==> src/rtl/argmax_select_pkg.sv <==
// Shared definitions for the classifier result path: sequencer states and
// default word widths.
package argmax_select_pkg;

  localparam int DATA_W_DEF = 8;
  localparam int CLS_W_DEF  = 10;

  typedef enum logic [1:0] {
    ST_IDLE = 2'd0,
    ST_READ = 2'd1,
    ST_HOLD = 2'd2
  } state_e;

endpackage

==> src/rtl/argmax_select_top2.sv <==
// Running top-2 tracker. Scores are signed; strict greater-than keeps the
// earliest index on ties. The second slot starts at the most-negative value
// so a lone score leaves it pointing at index 0.
module top2_tracker
  import argmax_select_pkg::*;
#(
  parameter int DATA_W = DATA_W_DEF,
  parameter int CLS_W  = CLS_W_DEF
) (
  input  logic              clk_i,
  input  logic              rst_i,
  input  logic              clear_i,
  input  logic              vld_i,
  input  logic              first_i,
  input  logic [CLS_W-1:0]  idx_i,
  input  logic [DATA_W-1:0] score_i,
  output logic [CLS_W-1:0]  top1_class_o,
  output logic [DATA_W-1:0] top1_score_o,
  output logic [CLS_W-1:0]  top2_class_o
);

  localparam logic signed [DATA_W-1:0] SCORE_MIN = {1'b1, {(DATA_W-1){1'b0}}};

  logic signed [DATA_W-1:0] score_s;
  logic signed [DATA_W-1:0] top1_s_q;
  logic signed [DATA_W-1:0] top2_s_q;

  assign score_s      = score_i;
  assign top1_score_o = top1_s_q;

  // Compare each arriving score against both slots and insert it.
  always_ff @(posedge clk_i) begin
    if (rst_i || clear_i) begin
      top1_class_o <= '0;
      top1_s_q     <= '0;
      top2_class_o <= '0;
      top2_s_q     <= '0;
    end else if (vld_i) begin
      if (first_i) begin
        top1_class_o <= idx_i;
        top1_s_q     <= score_s;
        top2_class_o <= '0;
        top2_s_q     <= SCORE_MIN;
      end else if (score_s > top1_s_q) begin
        top2_class_o <= top1_class_o;
        top2_s_q     <= top1_s_q;
        top1_class_o <= idx_i;
        top1_s_q     <= score_s;
      end else if (score_s > top2_s_q) begin
        top2_class_o <= idx_i;
        top2_s_q     <= score_s;
      end
    end
  end

endmodule

==> src/rtl/argmax_select.sv <==
// Drains one frame of class scores from a non-showahead FIFO and reports the
// top-2 classes. A start pulse in any state aborts the current frame.
//   state   | meaning
//   IDLE    | no frame in progress
//   READ    | issuing FIFO reads and folding scores into the tracker
//   HOLD    | result presented, waiting for downstream accept
module argmax_select
  import argmax_select_pkg::*;
#(
  parameter int DATA_W = DATA_W_DEF,
  parameter int CLS_W  = CLS_W_DEF
) (
  input  logic              clk_i,
  input  logic              rst_i,
  input  logic              start_i,
  input  logic [CLS_W-1:0]  classes_i,
  input  logic [DATA_W-1:0] fifo_rd_data_i,
  input  logic              fifo_empty_i,
  output logic              fifo_rd_en_o,
  output logic [CLS_W-1:0]  top1_class_o,
  output logic [DATA_W-1:0] top1_score_o,
  output logic [CLS_W-1:0]  top2_class_o,
  output logic              result_valid_o,
  input  logic              result_ready_i,
  output logic              busy_o
);

  state_e state_q;
  state_e state_d;

  logic [CLS_W-1:0] cls_cfg_q;
  // One extra bit so the read window closes even at the maximum class count.
  logic [CLS_W:0]   issued_q;
  logic [CLS_W-1:0] rx_idx_q;
  logic             data_vld_q;
  logic             last_rx;
  logic             rd_window;

  assign rd_window = (issued_q <= {1'b0, cls_cfg_q});
  assign last_rx   = data_vld_q && (rx_idx_q == cls_cfg_q);

  // State register.
  always_ff @(posedge clk_i) begin
    if (rst_i) state_q <= ST_IDLE;
    else       state_q <= state_d;
  end

  // Next-state: start wins over every other transition.
  always_comb begin
    state_d = state_q;
    if (start_i) begin
      state_d = ST_READ;
    end else begin
      case (state_q)
        ST_READ: if (last_rx)        state_d = ST_HOLD;
        ST_HOLD: if (result_ready_i) state_d = ST_IDLE;
        default: state_d = state_q;
      endcase
    end
  end

  // Outputs: no read on a start or reset cycle, so an aborted frame cannot
  // consume a score belonging to the next one.
  always_comb begin
    fifo_rd_en_o   = 1'b0;
    result_valid_o = 1'b0;
    busy_o         = 1'b0;
    case (state_q)
      ST_READ: begin
        busy_o       = 1'b1;
        fifo_rd_en_o = !fifo_empty_i && rd_window && !start_i && !rst_i;
      end
      ST_HOLD: begin
        busy_o         = 1'b1;
        result_valid_o = 1'b1;
      end
      default: ;
    endcase
  end

  // Config latch, issued-read count, data-valid pipe and received index.
  always_ff @(posedge clk_i) begin
    if (rst_i) begin
      cls_cfg_q  <= '0;
      issued_q   <= '0;
      rx_idx_q   <= '0;
      data_vld_q <= 1'b0;
    end else if (start_i) begin
      cls_cfg_q  <= classes_i;
      issued_q   <= '0;
      rx_idx_q   <= '0;
      data_vld_q <= 1'b0;
    end else begin
      data_vld_q <= fifo_rd_en_o;
      if (fifo_rd_en_o) issued_q <= issued_q + 1'b1;
      if (data_vld_q)   rx_idx_q <= rx_idx_q + 1'b1;
    end
  end

  top2_tracker #(
    .DATA_W (DATA_W),
    .CLS_W  (CLS_W)
  ) u_top2 (
    .clk_i        (clk_i),
    .rst_i        (rst_i),
    .clear_i      (start_i),
    .vld_i        (data_vld_q),
    .first_i      (rx_idx_q == '0),
    .idx_i        (rx_idx_q),
    .score_i      (fifo_rd_data_i),
    .top1_class_o (top1_class_o),
    .top1_score_o (top1_score_o),
    .top2_class_o (top2_class_o)
  );

endmodule

==> config.mk <==
export PLATFORM = sky130hd
export DESIGN_NAME = argmax_select
export DESIGN_NICKNAME = d
export VERILOG_FILES = /design/src/rtl/argmax_select_pkg.sv /design/src/rtl/argmax_select_top2.sv /design/src/rtl/argmax_select.sv
export SDC_FILE = /design/constraint.sdc
export NUM_CORES = 1
export LEC_CHECK = 0
export ABC_AREA = 1
export BUFFER_PORTS_ARGS = -buffer_cell sky130_fd_sc_hd__buf_2
export CORE_ASPECT_RATIO = 0.6
export CORE_MARGIN = 2
export CORE_UTILIZATION = 54
export DETAILED_ROUTE_END_ITERATION = 12
export PLACE_DENSITY = 0.75
export REMOVE_ABC_BUFFERS = 1
export SETUP_SLACK_MARGIN = 0.3
export SYNTH_ARGS = -nofsm -noshare
export SYNTH_HDL_FRONTEND = slang
export SYNTH_SLANG_ARGS = --single-unit
==> constraint.sdc <==
create_clock -name clk_i -period 4.5 [get_ports clk_i]
set_input_delay 0.45 -clock clk_i [delete_from_list [all_inputs] [get_ports clk_i]]
set_output_delay 0.45 -clock clk_i [all_outputs]
set_load 0.01 [all_outputs]
==> out/results.ini, run 1 <==
[run_status]
status = finished clean

[critical_path]
r2r_slack_ns = 1.70
worstPathArrival_ns = 2.58
critPathLaunchType = input pin
required_ns = 4.05
r2r-start = u_top2.top1_score_o[5]$_SDFFE_PP0P_
rr_endpoint = u_top2.top1_class_o[6]$_SDFFE_PP0P_
path_max_fanout = 47
end_kind = primary output
path_cells = buf_2, nor2_2, buf_4, inv_1, nor3b_2, nand2_2, inv_1, buf_2
slowest_delay_ns = 0.49
critPathSlowestCell = nor3b_2
startpoint = rst_i
ff2ff_path_depth = 12
path_class = input pin to primary output
endpoint = fifo_rd_en_o

[timing]
setup_tns_ns = 0
skew_ns = 0.00671
rsz0062_at_grt = no
finalCritPeriodShare = 0.673
worstMarginPinSlew_ns = 0.693
setup_viol = 0
max_freq_ghz = 0.330
slew_violations = 0
hold_viol = 0
relSlewSlack = 0.536
period_minus_slack_ns = 3.03

[clock_tree]
clkLatencyLatePin_ns = 0.34
cts_setup_buffers = 0
cts_hold_buf = 0
cts-buffers-inserted = 9
root_buffer = clkbuf_16
clk_pin_slew_ns = 0.05
tritoncts = done
htree_num_levels = 3
numClockSinks = 70
cts_buffer_depth = 2
cts_resized = 0

[cells_and_area]
finish.instance_area_um2 = 4630
layout.nets = 707
drive_gt1_frac = 0.128
num-fill-cells = 662
diodes = 0
stdcell_count = 762
area_growth_pct = 14.8
fin_util = 0.640

[logic_synthesis]
synth_seq_cells = 70
synth_cell_types = 28
synth.avg_cell_area_um2 = 6.62
ys_warn_count = 0
yosys.area.top_type_share = 0.348
synthFlopType = dfxtp_1
synth_area_leaders = dfxtp_1 (35%), nor2_1 (13%), nand2_1 (11%)
synth-edff-count = 0
synth_cells = 609
synth_area_um2 = 4030
ys_async_sr_fraction = 0
seq_area_frac_synth = 0.348
yosysTopAreaCell = dfxtp_1

[power_and_ir_drop]
p_int_w = 0.00114
power_frac_seq = 0.423
power_frac_clock = 0.476
power.density_nw_per_um2 = 328
p_leak_nw = 2.17
finalPower_w = 0.00152
ir_drop_v = 0.000205
p_comb_frac = 0.101
p_switching_w = 0.000372
switching_share = 0.245

[floorplanning]
die_area_um2 = 8190
coreArea_um2 = 7240
die_y_um = 70.9
initial_utilization = 0.557
ios = 54
die_x_um = 116
placementRows = 24

[route]
drtIter0Drc = 291
wirelength_um = 10200
num_vias = 3858
dr.pass1.iters = 4
ant_nets = 0
drt_drc_violations_left = 0
wire_per_inst_um = 13.4
drt-vias-per-instance = 5.06

[global_routing]
antenna_found_initial = 0
grt.overflow.total = 0
grt_pass1_wl_um = 17300
grt_max_degree = 48
grt_usage = 0.270
grt_pass1_vias = 3606

[hold_path]
hold_path.class = input pin to register
hold_depth = 3

[job]
maxCapViolCount = 0

[placed_design]
dpl_cell_area_um2 = 4330
dpl.cell_count = 746
numPortBuffers = 53
place_congestion = 0.854
dp_hpwl_um = 7310

layout make-up:
class | instances | area (um2) | area share
clock buffers | 13 | 260 | 0.0562
clock inverters | 3 | 42.5 | 0.00919
inverters | 89 | 334 | 0.0722
multi-input cells | 428 | 2180 | 0.471
flip-flops and latches | 70 | 1400 | 0.303
well taps | 104 | 130 | 0.0281
repair buffers | 55 | 280 | 0.0606
how the worst min path moves through the flow:
stage / from / to / slack [ns]
final: fifo_rd_data_i[0] / u_top2.top1_score_o[0]$_SDFFE_PP0P_ / 0.39
after global routing: classes_i[4] / cls_cfg_q[4]$_SDFFE_PP0P_ / 0.40
after CTS: fifo_rd_data_i[0] / u_top2.top1_score_o[0]$_SDFFE_PP0P_ / 0.39
after detailed placement: issued_q[10]$_SDFFE_PP0P_ / issued_q[10]$_SDFFE_PP0P_ / 0.47
after global placement: issued_q[10]$_SDFFE_PP0P_ / issued_q[10]$_SDFFE_PP0P_ / 0.46
after floorplan: issued_q[10]$_SDFFE_PP0P_ / issued_q[10]$_SDFFE_PP0P_ / 0.44
power groups by stage:
stage	Clock, W	Sequential, W	Combinational, W
finish	0.000722	0.000641	0.000152
floorplan	0	0.000653	0.000102
global route	0.000755	0.000642	0.000176
detailed placement	0	0.000654	0.000149
CTS	0.000730	0.000641	0.000151
global placement	0	0.000654	0.000145
state kept, by name, indices dropped and copies added, names as in the netlist:
register and cells:
issued_q 11, cls_cfg_q 10, rx_idx_q 10, u_top2.top1_class_o 10, u_top2.top2_class_o 10, u_top2.top1_score_o 8
u_top2.top2_s_q 8, state_q 2, data_vld_q 1
cells by family after synthesis:
logic type	after synthesis	share of synthesized area
and+or+nand+nor	324	0.338
buffers and inverters	111	0.112
DFF	70	0.348
AOI/OAI and AO/OA	66	0.0910
adders and majority gates	31	0.0962
xor gates and xnor gates	7	0.0152
critical path, delay by kind of cell:
| kind | cells | cell delay (ns) |
|---|---|---|
| buf+inv | 5 | 1.31 |
| simple gates | 3 | 0.80 |
placed cells by master, fill, tap and decap left out, types with 2 or more instances in the layout:
| master | count |
|---|---|
| buf_2 | 53 |
| clkbuf_8 | 2 |
| nor2_2 | 2 |
| clkbuf_1 | 2 |
| nor2_1 | 137 |
| ha_1 | 31 |
| nand4_1 | 10 |
| inv_2 | 3 |
| a211oi_1 | 10 |
| buf_4 | 2 |
| nand2_2 | 3 |
| nand2_1 | 115 |
| xor2_1 | 7 |
| nand4_2 | 2 |
| clkbuf_16 | 9 |
| o21ai_0 | 30 |
| nor3_1 | 15 |
| inv_1 | 86 |
| nand3_1 | 33 |
| a21oi_1 | 25 |
| dfxtp_1 | 70 |
routing by layer:
metal,track usage,up-vias,routed length (um)
met5,0,-,0
met4,0.0870,0,130
met3,0.0771,15,747
met2,0.367,119,3950
met1,0.406,1716,5390
li1,-,2008,-
cells in the mapped netlist, types with 7 or more instances:
cell type / instances
nor2_1: 138
nand2_1: 115
inv_1: 86
dfxtp_1: 70
nand3_1: 33
ha_1: 31
o21ai_0: 30
a21oi_1: 25
nor3_1: 15
clkbuf_1: 11
a211oi_1: 10
nand4_1: 10
buf_2: 7
xor2_1: 7
per-stage QoR:
step,worst slack [ns],hold WS [ns]
6_report,1.47,0.390
5_1_grt,1.28,0.401
4_1_cts,1.52,0.391
3_5_place_dp,1.53,0.467
3_3_place_gp,1.54,0.460
2_1_floorplan,1.19,0.444
Note: power is estimated with default switching activity, not from simulation.
==> inputs of run 2 (changes only) <==
--- a/config.mk
+++ b/config.mk
@@ -9,9 +9,9 @@
 export BUFFER_PORTS_ARGS = -buffer_cell sky130_fd_sc_hd__buf_2
 export CORE_ASPECT_RATIO = 0.6
 export CORE_MARGIN = 2
-export CORE_UTILIZATION = 54
+export CORE_UTILIZATION = 52
 export DETAILED_ROUTE_END_ITERATION = 12
-export PLACE_DENSITY = 0.75
+export PLACE_DENSITY = 0.76
 export REMOVE_ABC_BUFFERS = 1
 export SETUP_SLACK_MARGIN = 0.3
 export SYNTH_ARGS = -nofsm -noshare
==> constraint.sdc (replaced) <==
create_clock -name clk_i -period 2.7 [get_ports clk_i]
set_input_delay 0.27 -clock clk_i [delete_from_list [all_inputs] [get_ports clk_i]]
set_output_delay 0.27 -clock clk_i [all_outputs]
set_load 0.01 [all_outputs]
==> run 2 against run 1 <==
Hold slack lost 0.18 ns. Non-clock buffer count grew 12. Clock power grew 58%. Wire length grew 0.39%. Critical endpoint unchanged. Highest routed layer unchanged.
==> out/results.ini, run 2 (synthesis gave the netlist of run 1 again) <==
[clock_tree]
htree_num_levels = 3
clkLatencyLatePin_ns = 0.33
clk_pin_slew_ns = 0.05
root_buffer = clkbuf_16
numClockSinks = 70
cts_hold_buf = 0
cts-buffers-inserted = 9
cts_buffer_depth = 2
tritoncts = done

[floorplanning]
die_x_um = 118
initial_utilization = 0.546
placementRows = 24
ios = 54
die_area_um2 = 8490
coreArea_um2 = 7390
die_y_um = 72.2

[route]
top_layer = met4
num_vias = 3958
wl_met1_um = 5300
routed-wl-met2_um = 4060
wirelength_um = 10300
wl_met3_um = 803
drt_drc_violations_left = 0
ant_nets = 0
dr.pass1.iters = 5
drtIter0Drc = 265
drt-vias-per-instance = 5.11
wire_per_inst_um = 13.3

[power_and_ir_drop]
ir_drop_v = 0.000372
p_leak_nw = 2.22
p_int_w = 0.00187
power_frac_clock = 0.459
power.density_nw_per_um2 = 524
switching_share = 0.246
p_switching_w = 0.000611
power_frac_seq = 0.430
p_comb_frac = 0.111

[run_status]
status = finished clean

[timing]
hold_viol = 0
holdWs_ns = 0.207
skew_ns = 0.00456
relSlewSlack = 0.587
rsz0062_at_grt = no
max_freq_ghz = 0.448
period_minus_slack_ns = 2.23
worstMarginPinSlew_ns = 0.619
finalCritPeriodShare = 0.826
slew_violations = 0
setup_viol = 0
setup_tns_ns = 0

[critical_path]
worstPathArrival_ns = 1.96
required_ns = 2.43
path_class = register to primary output
path_max_fanout = 5
critPathLaunchType = register
end_kind = primary output

[global_routing]
grt_usage = 0.252
grt_pass1_wl_um = 17100
grt_pass1_vias = 3440
grt_max_degree = 47
antenna_found_initial = 0
grt.overflow.total = 0

[placed_design]
dp_hpwl_um = 7420
place_congestion = 0.871
numPortBuffers = 53

[cells_and_area]
regMostFlops = issued_q
final_cell_mix = nor2_1 (135), nand2_1 (113), inv_1 (85)
largest_reg_flops = 11
layout.nets = 719
drive_gt1_frac = 0.149
area_growth_pct = 17.5
diodes = 0
final_common_cell = nor2_1
num-fill-cells = 671

[job]
maxCapViolCount = 0

[hold_path]
hold_path.class = input pin to register

## run 2: what timing repair did
action | CTS | global route
setup endpoints to repair | 1 | 35
resized for setup | 3 | 9
buffers inserted | 1 | 4
pin swaps | 0 | 6
## run 2: power groups by stage
stage               clock network [W]  registers, W  logic [W]
global route                  0.00119       0.00107   0.000313
global placement                    0       0.00109   0.000252
CTS                           0.00115       0.00107   0.000265
detailed placement                  0       0.00109   0.000260
finish                        0.00114       0.00107   0.000276
floorplan                           0       0.00109   0.000170
## run 2: layer usage
layer / global-route usage / vias to the layer above
li1: - / 2036
met5: 0 / -
met4: 0.0589 / 0
met3: 0.0550 / 9
met1: 0.382 / 1791
met2: 0.363 / 122
## run 2: area by class of cell
cell class | instances | area, um2 | share of cell area
Multi-Input combinational cell | 428 | 2210 | 0.466
Sequential cell | 70 | 1400 | 0.296
Timing Repair Buffer | 67 | 383 | 0.0808
Inverter | 89 | 334 | 0.0705
Clock buffer | 15 | 248 | 0.0523
Tap cell | 104 | 130 | 0.0275
Clock inverter | 1 | 30.0 | 0.00634
## run 2: critical path, stage by stage (launching register included)
cell	delay, ns
dfxtp_2	0.33
inv_1	0.06
ha_1	0.29
nand2_1	0.06
nor2_2	0.14
nand2_2	0.10
nor2_4	0.12
nand4_1	0.13
nand2_2	0.12
nand2_4	0.07
inv_2	0.08
buf_2	0.12
## run 2: worst paths after layout
kind	endpoint	from	cells after the start	slack, ns
setup reg to reg	u_top2.top2_class_o[9]$_SDFFE_PP0P_	u_top2.top2_s_q[7]$_SDFFE_PP0P_	12	0.49
hold reg to reg	state_q[1]$_SDFFE_PP0P_	state_q[1]$_SDFFE_PP0P_	2	0.48
hold / removal	u_top2.top1_score_o[0]$_SDFFE_PP0P_	fifo_rd_data_i[0]	3	0.21
setup / recovery	fifo_rd_en_o	cls_cfg_q[9]$_SDFFE_PP0P_	11	0.47
## run 2: metrics by stage
stage / cell area (um2) / total power [W] / util / cells / worst slack, ns
6_report: 4740 / 0.00248 / 0.641 / 774 / 0.469
5_1_grt: 4740 / 0.00257 / 0.641 / 774 / 0.295
4_1_cts: 4680 / 0.00248 / 0.634 / 770 / 0.322
3_5_place_dp: 4390 / 0.00135 / 0.594 / 753 / 0.477
3_3_place_gp: 4390 / 0.00134 / 0.594 / 753 / 0.562
2_1_floorplan: 3910 / 0.00126 / - / 587 / -0.297
==> inputs of run 3 (changes only) <==
--- a/config.mk
+++ b/config.mk
@@ -9,9 +9,9 @@
 export BUFFER_PORTS_ARGS = -buffer_cell sky130_fd_sc_hd__buf_2
 export CORE_ASPECT_RATIO = 0.6
 export CORE_MARGIN = 2
-export CORE_UTILIZATION = 52
+export CORE_UTILIZATION = 54
 export DETAILED_ROUTE_END_ITERATION = 12
-export PLACE_DENSITY = 0.76
+export PLACE_DENSITY = 0.75
 export REMOVE_ABC_BUFFERS = 1
 export SETUP_SLACK_MARGIN = 0.3
 export SYNTH_ARGS = -nofsm -noshare
==> constraint.sdc (replaced) <==
create_clock -name clk_i -period 2.15 [get_ports clk_i]
set_input_delay 0.215 -clock clk_i [delete_from_list [all_inputs] [get_ports clk_i]]
set_output_delay 0.215 -clock clk_i [all_outputs]
set_load 0.01 [all_outputs]
==> run 3 against run 2 <==
The flow now finishes with violations (negative setup slack). Flip-flop and latch count did not move. Clock power rose by 61%. Cell area rose by 28%. Global-route usage rose by 11 points. Non-clock buffer count rose by 44. Cell count rose by 6.1%. Core utilization rose by 20 points. Clock skew rose by 0.0082 ns. Register-to-register slack got worse by 0.70 ns. Critical path depth rose by 6. Sequential power rose by 25%. Critical endpoint is now u_top2.top1_score_o[7]$_SDFFE_PP0P_.
==> out/results.ini, run 3 (synthesis gave the netlist of run 1 again) <==
[critical_path]
r2r_slack_ns = -0.21
ff2ff_path_depth = 17
r2r-start = u_top2.top1_score_o[0]$_SDFFE_PP0P_
critical_path_buf_inv_count = 4
critPathLaunchType = register
critPathSlowestCell = dfxtp_1
end_kind = register
path_max_fanout = 5
path_class = register to register
rr_endpoint = u_top2.top1_score_o[7]$_SDFFE_PP0P_
slowest_delay_ns = 0.39
crit_family = simple AND/OR/NAND/NOR gates
worstPathArrival_ns = 2.59
path_cells = ha_1, inv_1, nand2_1, nand2_1, nand2_1, nand2_2, nand2_4, nand2_4, nand2_4, nand3_4, buf_6, nand2_8, buf_12, nand2_8, buf_16, o21ai_1, nor2_1
required_ns = 2.38

[global_routing]
grt_pass1_wl_um = 22800
grt.overflow.total = 0
grt_max_degree = 47
grt_usage = 0.366
grt_pass1_vias = 4473
antenna_found_initial = 0

[floorplanning]
ios = 54
die_x_um = 116
initial_utilization = 0.557
die_area_um2 = 8190
coreArea_um2 = 7240
placementRows = 24
die_y_um = 70.9

[clock_tree]
clk_pin_slew_ns = 0.07
htree_num_levels = 3
cts_hold_buf = 0
tritoncts = done
cts-buffers-inserted = 9
root_buffer = clkbuf_16
clkLatencyLatePin_ns = 0.35
cts_buffer_depth = 2
numClockSinks = 70

[route]
ant_nets = 0
num_vias = 5090
wirelength_um = 17600
drt-vias-per-instance = 6.20
dr.pass1.iters = 8
drtIter0Drc = 923
wire_per_inst_um = 21.5
drt_drc_violations_left = 0

[timing]
hold_viol = 0
setup_tns_ns = -4.51
skew_ns = 0.0128
setup_slack_ns = -0.206
max_freq_ghz = 0.425
rsz0062_at_grt = yes
setup_viol = 38
finalCritPeriodShare = 1.10
relSlewSlack = 0.539
worstMarginPinSlew_ns = 0.690
period_minus_slack_ns = 2.36
slew_violations = 0

[run_status]
status = finished with violations
violations = negative setup slack

[cells_and_area]
final_common_cell = nor2_1
num-fill-cells = 346
area_growth_pct = 50.2
diodes = 0
finish.instance_area_um2 = 6050
seq_area_um2 = 1420
final_cell_mix = nor2_1 (107), nand2_1 (97), inv_1 (74)
multiInputGateArea_um2 = 2840
layout.nets = 766
largest_reg_flops = 11
drive_gt1_frac = 0.368
regMostFlops = issued_q

[hold_path]
hold_depth = 3
hp-start = classes_i[8]
hold_path.class = input pin to register
holdPathEnd = cls_cfg_q[8]$_SDFFE_PP0P_

[power_and_ir_drop]
finalPower_w = 0.00379
power.density_nw_per_um2 = 626
ir_drop_v = 0.000501
p_leak_nw = 2.78

[placed_design]
numPortBuffers = 53
place_congestion = 0.869
dpl_cell_area_um2 = 4480
dp_hpwl_um = 7580
dp_slack_ns = 0.0800

[job]
maxCapViolCount = 0

-- run 3: worst max path at each step --
stage / start / to / slack, ns / cells past startpoint
4_1_cts: cls_cfg_q[9]$_SDFFE_PP0P_ / fifo_rd_en_o / 0.13 / 11
6_report: u_top2.top1_score_o[0]$_SDFFE_PP0P_ / u_top2.top1_score_o[7]$_SDFFE_PP0P_ / -0.21 / 17
5_1_grt: u_top2.top1_score_o[0]$_SDFFE_PP0P_ / u_top2.top2_class_o[4]$_SDFFE_PP0P_ / -0.27 / 17
2_1_floorplan: start_i / issued_q[2]$_SDFFE_PP0P_ / -0.79 / 8
3_5_place_dp: u_top2.top1_score_o[6]$_SDFFE_PP0P_ / u_top2.top1_class_o[4]$_SDFFE_PP0P_ / 0.08 / 13
3_3_place_gp: fifo_rd_data_i[5] / u_top2.top1_class_o[5]$_SDFFE_PP0P_ / 0.15 / 13
-- run 3: power breakdown --
part | leakage [nW] | switching, W | internal, W | total [W]
combinational | 2.04 | 0.000368 | 0.000248 | 0.000616
sequential | 0.574 | 0.0000208 | 0.00132 | 0.00134
clock | 0.168 | 0.000629 | 0.00120 | 0.00183
-- run 3: what timing repair did --
action / in CTS / in global routing
setup buffers: 20 / 10
gates cloned: 12 / 0
hold endpoints to repair: 0 / 0
pin swaps: 34 / 42
gates resized for setup: 102 / 97
endpoints found under the setup margin: 48 / 52
-- run 3: worst register-to-register path, stage by stage (launching register included) --
cell	delay, ns
dfxtp_1	0.39
ha_1	0.20
inv_1	0.07
nand2_1	0.10
nand2_1	0.09
nand2_1	0.09
nand2_2	0.09
nand2_4	0.11
nand2_4	0.06
nand2_4	0.09
nand3_4	0.10
buf_6	0.16
nand2_8	0.08
buf_12	0.12
nand2_8	0.08
buf_16	0.17
o21ai_1	0.15
nor2_1	0.09
-- run 3: final cells by class --
cell class,instances,share of cell area
timing repair buffer,111,0.161
sequential,70,0.235
inverter,89,0.0552
clock inverter,5,0.0174
tap,104,0.0215
multi-input combinational,431,0.468
clock buffer,11,0.0418
-- run 3: layer usage --
layer | routed length, um | vias up | global-route usage
li1 | - | 2132 | -
met1 | 6630 | 2271 | 0.477
met2 | 7160 | 502 | 0.548
met3 | 2520 | 185 | 0.127
met4 | 1330 | 0 | 0.165
met5 | 0 | - | 0
-- run 3: stage by stage --
| step | utilization | hold slack, ns | cells |
|---|---|---|---|
| after CTS | 0.776 | 0.124 | 811 |
| after global routing | 0.836 | 0.160 | 821 |
| after global placement | 0.619 | 0.461 | 763 |
| final | 0.836 | 0.153 | 821 |
| after floorplan | - | 0.284 | 587 |
| after detailed placement | 0.619 | 0.473 | 763 |
